## config.mk

```make
export PLATFORM = sky130hd
export DESIGN_NAME = adder_bist_4_flat
export DESIGN_NICKNAME = d
export VERILOG_FILES = /design/src/rtl/adder_bist_4_if.sv /design/src/rtl/adder_bist_4.sv /design/src/flat_wrapper.sv
export SDC_FILE = /design/constraint.sdc
export NUM_CORES = 1
export LEC_CHECK = 0
export CORE_MARGIN = 2
export CORE_UTILIZATION = 55
export CTS_CLUSTER_DIAMETER = 60
export CTS_CLUSTER_SIZE = 40
export DETAILED_ROUTE_END_ITERATION = 12
export PLACE_DENSITY = 0.91
export SETUP_SLACK_MARGIN = 0.1
export SLEW_MARGIN = 10
export SYNTH_ARGS = -nofsm -noshare
export SYNTH_HDL_FRONTEND = slang
export SYNTH_SLANG_ARGS = --single-unit
```

## constraint.sdc

```tcl
create_clock -name clk_i -period 5.5 [get_ports clk_i]
set_clock_uncertainty 0.15 [all_clocks]
set_input_delay 1.65 -clock clk_i [delete_from_list [all_inputs] [get_ports clk_i]]
set_output_delay 1.65 -clock clk_i [all_outputs]
set_load 0.02 [all_outputs]
```

## src/rtl/adder_bist_4_if.sv

```systemverilog
// rtl/adder_bist_4_if.sv - Operand/result bus between the BIST engine and the 4-bit adder under test
interface adder_bist_4_if;
  logic [3:0] dut_a;
  logic [3:0] dut_b;
  logic       dut_cin;
  logic [3:0] dut_sum;
  logic       dut_cout;

  modport master (output dut_a, dut_b, dut_cin, input dut_sum, dut_cout);
  modport slave  (input dut_a, dut_b, dut_cin, output dut_sum, dut_cout);
endinterface

```

## src/rtl/adder_bist_4.sv

```systemverilog
// rtl/adder_bist_4.sv - Exhaustive sequential self-test of a 4-bit adder against a golden add
module adder_bist_4 #(
  parameter int unsigned SETTLE = 1
) (
  input  logic           clk_i,
  input  logic           rst_n_i,
  input  logic           start_i,
  input  logic           abort_i,
  adder_bist_4_if.master dut_if,
  output logic           busy_o,
  output logic           done_o,
  output logic           pass_o,
  output logic [9:0]     err_count_o,
  output logic [3:0]     fail_a_o,
  output logic [3:0]     fail_b_o,
  output logic           fail_cin_o,
  output logic [3:0]     fail_sum_o,
  output logic           fail_cout_o,
  output logic           fail_valid_o
);

  typedef enum logic [1:0] {ST_IDLE, ST_SETTLE, ST_CHECK, ST_DONE} state_e;

  typedef struct packed {
    logic [3:0] a;
    logic [3:0] b;
    logic       cin;
    logic [3:0] sum;
    logic       cout;
  } fail_t;

  localparam logic [3:0] SETTLE_LAST = 4'(SETTLE - 1);
  localparam logic [8:0] VEC_LAST    = 9'h1FF;

  state_e     state_q, state_d;
  logic [8:0] vec_q, vec_d;
  logic [3:0] cnt_q, cnt_d;
  logic [9:0] err_q, err_d;
  fail_t      fail_q, fail_d;
  logic       fail_valid_q, fail_valid_d;
  logic [4:0] golden;
  logic       mismatch;

  // The vector index {cin, a, b} doubles as the sweep counter, giving cin-outer / b-inner order.
  assign dut_if.dut_cin = vec_q[8];
  assign dut_if.dut_a   = vec_q[7:4];
  assign dut_if.dut_b   = vec_q[3:0];

  assign golden   = {1'b0, vec_q[7:4]} + {1'b0, vec_q[3:0]} + {4'd0, vec_q[8]};
  assign mismatch = ({dut_if.dut_cout, dut_if.dut_sum} != golden);

  always_comb begin
    state_d      = state_q;
    vec_d        = vec_q;
    cnt_d        = cnt_q;
    err_d        = err_q;
    fail_d       = fail_q;
    fail_valid_d = fail_valid_q;
    case (state_q)
      ST_IDLE, ST_DONE: begin
        if (start_i) begin
          state_d      = ST_SETTLE;
          vec_d        = '0;
          cnt_d        = '0;
          err_d        = '0;
          fail_d       = '0;
          fail_valid_d = 1'b0;
        end
      end
      ST_SETTLE: begin
        if (abort_i) begin
          state_d = ST_IDLE;
        end else if (cnt_q == SETTLE_LAST) begin
          state_d = ST_CHECK;
          cnt_d   = '0;
        end else begin
          cnt_d = cnt_q + 4'd1;
        end
      end
      ST_CHECK: begin
        // Abort takes precedence, so an aborted final check never reports done.
        if (abort_i) begin
          state_d = ST_IDLE;
        end else begin
          if (mismatch) begin
            if (err_q != '1) begin
              err_d = err_q + 10'd1;
            end
            if (!fail_valid_q) begin
              fail_d       = {vec_q[7:4], vec_q[3:0], vec_q[8], dut_if.dut_sum, dut_if.dut_cout};
              fail_valid_d = 1'b1;
            end
          end
          if (vec_q == VEC_LAST) begin
            state_d = ST_DONE;
          end else begin
            vec_d   = vec_q + 9'd1;
            state_d = ST_SETTLE;
          end
        end
      end
      default: state_d = ST_IDLE;
    endcase
  end

  always_ff @(posedge clk_i or negedge rst_n_i) begin
    if (!rst_n_i) begin
      state_q      <= ST_IDLE;
      vec_q        <= '0;
      cnt_q        <= '0;
      err_q        <= '0;
      fail_q       <= '0;
      fail_valid_q <= 1'b0;
    end else begin
      state_q      <= state_d;
      vec_q        <= vec_d;
      cnt_q        <= cnt_d;
      err_q        <= err_d;
      fail_q       <= fail_d;
      fail_valid_q <= fail_valid_d;
    end
  end

  assign busy_o       = (state_q == ST_SETTLE) || (state_q == ST_CHECK);
  assign done_o       = (state_q == ST_DONE);
  assign pass_o       = done_o && (err_q == '0);
  assign err_count_o  = err_q;
  assign fail_a_o     = fail_q.a;
  assign fail_b_o     = fail_q.b;
  assign fail_cin_o   = fail_q.cin;
  assign fail_sum_o   = fail_q.sum;
  assign fail_cout_o  = fail_q.cout;
  assign fail_valid_o = fail_valid_q;

endmodule

```

## src/flat_wrapper.sv

```systemverilog
// flat-port wrapper written by rule: the top's interface ports become plain ports
module adder_bist_4_flat 
#(
  parameter int unsigned SETTLE = 1
)
  (clk_i, rst_n_i, start_i, abort_i, busy_o, done_o, pass_o, err_count_o, fail_a_o, fail_b_o, fail_cin_o, fail_sum_o, fail_cout_o, fail_valid_o, dut_if_dut_a, dut_if_dut_b, dut_if_dut_cin, dut_if_dut_sum, dut_if_dut_cout);
  adder_bist_4_if dut_if_i ();
  input  logic clk_i;
  input  logic rst_n_i;
  input  logic start_i;
  input  logic abort_i;
  output logic busy_o;
  output logic done_o;
  output logic pass_o;
  output logic [9:0] err_count_o;
  output logic [3:0] fail_a_o;
  output logic [3:0] fail_b_o;
  output logic fail_cin_o;
  output logic [3:0] fail_sum_o;
  output logic fail_cout_o;
  output logic fail_valid_o;
  output wire logic [$bits(dut_if_i.dut_a)-1:0] dut_if_dut_a;
  output wire logic [$bits(dut_if_i.dut_b)-1:0] dut_if_dut_b;
  output wire logic [$bits(dut_if_i.dut_cin)-1:0] dut_if_dut_cin;
  input wire logic [$bits(dut_if_i.dut_sum)-1:0] dut_if_dut_sum;
  input wire logic [$bits(dut_if_i.dut_cout)-1:0] dut_if_dut_cout;
  assign dut_if_dut_a = dut_if_i.dut_a;
  assign dut_if_dut_b = dut_if_i.dut_b;
  assign dut_if_dut_cin = dut_if_i.dut_cin;
  assign dut_if_i.dut_sum = dut_if_dut_sum;
  assign dut_if_i.dut_cout = dut_if_dut_cout;
  adder_bist_4 #(.SETTLE(SETTLE)) u_core (.clk_i(clk_i), .rst_n_i(rst_n_i), .start_i(start_i), .abort_i(abort_i), .dut_if(dut_if_i), .busy_o(busy_o), .done_o(done_o), .pass_o(pass_o), .err_count_o(err_count_o), .fail_a_o(fail_a_o), .fail_b_o(fail_b_o), .fail_cin_o(fail_cin_o), .fail_sum_o(fail_sum_o), .fail_cout_o(fail_cout_o), .fail_valid_o(fail_valid_o));
endmodule
```

==> results.json <==
{
  "run_status": "complete, no violations",
  "ioPinCount": 46,
  "antenna_found_initial": 0,
  "r2r_start": "u_core.vec_q[0]$_DFFE_PN0P_",
  "die_w_um": 73.2,
  "grt_pass1_vias": 2378,
  "tightest_slew_ns": 0.884,
  "timing.fmax_ghz": 0.270,
  "cts_resized": 0,
  "worstPathArrival_ns": 1.91,
  "power_density_mw_per_mm2": 382,
  "drv_slew": 0,
  "ys_async_sr_fraction_pct": 100,
  "synth_seq_cells": 40,
  "grt.met3_usage_pct": 5.25,
  "met2_usage_pct": 41.4,
  "synth_top_cell_by_area": "dfrtp_1",
  "dr.pass1.iters": 6,
  "die-area_sq_mm": 0.00535,
  "utilization_pct": 69.2,
  "syn_avg_cell_area_sq_um": 8.48,
  "routedWlPerCell_um": 16.3,
  "yosysWarnings": 0,
  "post_cts_buffers": 0,
  "synth.top_cell.area_share_pct": 38.1,
  "grt_start_max_net_pins": 44,
  "end_kind": "output pin",
  "rsz0062_at_grt": "false",
  "grt_pass1_wl_um": 11200,
  "fin_area_sq_mm": 0.00322,
  "drive_above_1_share_pct": 6.30,
  "viasPerCell": 6.30,
  "path_class": "reg -> out",
  "hp-class": "reg -> reg",
  "setup_viol": 0,
  "num_vias": 2538,
  "clk_path_buf_depth": 2,
  "ys_top_cells_by_area": "dfrtp_1 (38%), nand2_1 (6.6%), ha_1 (5.7%)",
  "clk_latency_ns": 0.30,
  "met1_usage_pct": 36.6,
  "ys_seq_area_share_pct": 38.1,
  "finalSetupTns_ns": 0,
  "htree_levels": 2,
  "ctsHoldBuffers": 0,
  "root_buffer": "clkbuf_8",
  "r2r_cells": 7,
  "fin_cells": 403,
  "crit_path_end": "pass_o",
  "netlist_instances": 310,
  "synth_edf_count": 0,
  "cts_buffers": 5,
  "cap_violations": 0,
  "drc": 0,
  "place_area_sq_mm": 0.00310,
  "crit_start": "u_core.err_count_o[3]$_DFFE_PN0P_",
  "top_usage_layer": "met2",
  "port_buffers": 45,
  "synth.top_cells.by_count": "nand2_1 (46), dfrtp_1 (40), inv_1 (26), o21ai_0 (24)",
  "cts_num_sinks": 40,
  "holdCritStartpoint": "u_core.cnt_q[3]$_DFFE_PN0P_",
  "postRouteWirelength_um": 6550,
  "drtAntennaViolNets": 0,
  "area_delta_synth_final_pct": 22.5,
  "yosysUniqueCellTypes": 50,
  "gp_congestion": 0.905,
  "r2r-end": "u_core.err_count_o[8]$_DFFE_PN0P_",
  "period_needed_ns": 3.71,
  "path_clk_slew_ns": 0.07,
  "grt_overflow_total": 0,
  "power_leakage_nw": 1.32,
  "hold_violations": 0,
  "fp.dieH_um": 73.2,
  "antenna_cells": 0,
  "synth_fp_nets": 333,
  "final_nets": 371,
  "start_util_pct": 56.4,
  "syn_area_sq_mm": 0.00263,
  "crit_required_ns": 3.70,
  "fill_cells": 357,
  "yosysMostFrequentCell": "nand2_1",
  "cts_tree": "yes",
  "hpwl_um": 4510,
  "fin_crit_sh_pct": 67.5,
  "start_kind": "register",
  "placedCellCount": 395,
  "drt_iter0_markers": 367,
  "ys.flop_type": "dfrtp_1",
  "r2r_slack_ns": 2.25,
  "rows": 25,
  "core-area_sq_mm": 0.00466,
  "maxSlewHeadroom_pct": 41.1,
  "grt_use_total_pct": 26.9,
  "peakVddDrop_mv": 0.262,
  "worstPathMaxFanout": 10
}
-- through the flow --
step                setup WS (ns)  hold slack [ns]  power, mW
floorplan                    2.25            0.297      0.779
global placement             1.59            0.322      0.943
CTS                          1.78            0.336       1.23
finish                       1.79            0.336       1.23
detailed placement           1.53            0.323      0.962
global route                 1.66            0.351       1.31
-- kinds of logic (layout without fill, tap and decap cells) --
group           after synthesis  in the layout  share of synthesized area, %
flops                        40             40                          38.1
compound gates               79             79                          20.6
mux                           3              3                          1.24
simple gates                119            119                          22.1
xor+xnor                     12             12                          4.52
buf+inv                      43             82                          6.33
fa+ha+maj                    14             14                          7.23
-- critical path, cell delays in order (launching register included) --
cell,delay [ns]
dfrtp_1,0.51
nor4_1,0.29
and4_1,0.21
clkdlybuf4s50_1,0.60
-- how the worst min path moves through the flow --
stage,to,slack [ns],cells after the start
2_1_floorplan,u_core.cnt_q[3]$_DFFE_PN0P_,0.30,1
4_1_cts,u_core.cnt_q[3]$_DFFE_PN0P_,0.34,1
3_3_place_gp,u_core.cnt_q[3]$_DFFE_PN0P_,0.32,1
3_5_place_dp,u_core.cnt_q[3]$_DFFE_PN0P_,0.32,1
5_1_grt,u_core.cnt_q[3]$_DFFE_PN0P_,0.35,1
6_report,u_core.cnt_q[3]$_DFFE_PN0P_,0.34,1
-- state kept, by name, summed over array words and instances, names as in the netlist --
register and count:
u_core.fail_valid_o 1, u_core.fail_cin_o 1, u_core.fail_cout_o 1, u_core.state_q 2, u_core.cnt_q 4, u_core.fail_sum_o 4
u_core.err_count_o 10, u_core.fail_b_o 4, u_core.vec_q 9, u_core.fail_a_o 4
-- layout by cell type (no fill, tap or decap), drive strengths merged, types with 7 or more instances in the layout --
cell	instances
nor2	15
dfrtp	40
o211ai	19
a21oi	9
clkbuf	7
clkdlybuf4s50	44
nor3	21
o21ai	25
inv	26
ha	12
nand3	13
nand2	46
-- where the power goes --
group          leakage [nW]  switching, mW  internal [mW]  total (mW)
sequential            0.554         0.0550          0.327       0.382
clock                0.0645          0.103          0.160       0.263
combinational         0.699          0.391          0.194       0.586
-- area by class of cell --
class	instances	area [sq um]	area share [%]
Sequential cell	40	1000	31.1
Multi-Input combinational cell	227	1460	45.4
Clock buffer	7	96.3	2.99
Clock inverter	1	30.0	0.932
Timing Repair Buffer	48	468	14.5
Tap cell	54	67.6	2.10
Inverter	26	97.6	3.03
-- routing by layer --
layer | vias to the layer above | wire length, um
met3 | 20 | 499
li1 | 1185 | -
met4 | 0 | 210
met2 | 125 | 3200
met1 | 1208 | 2640
met5 | - | 0
No activity file was read; power rests on OpenSTA's default activity.
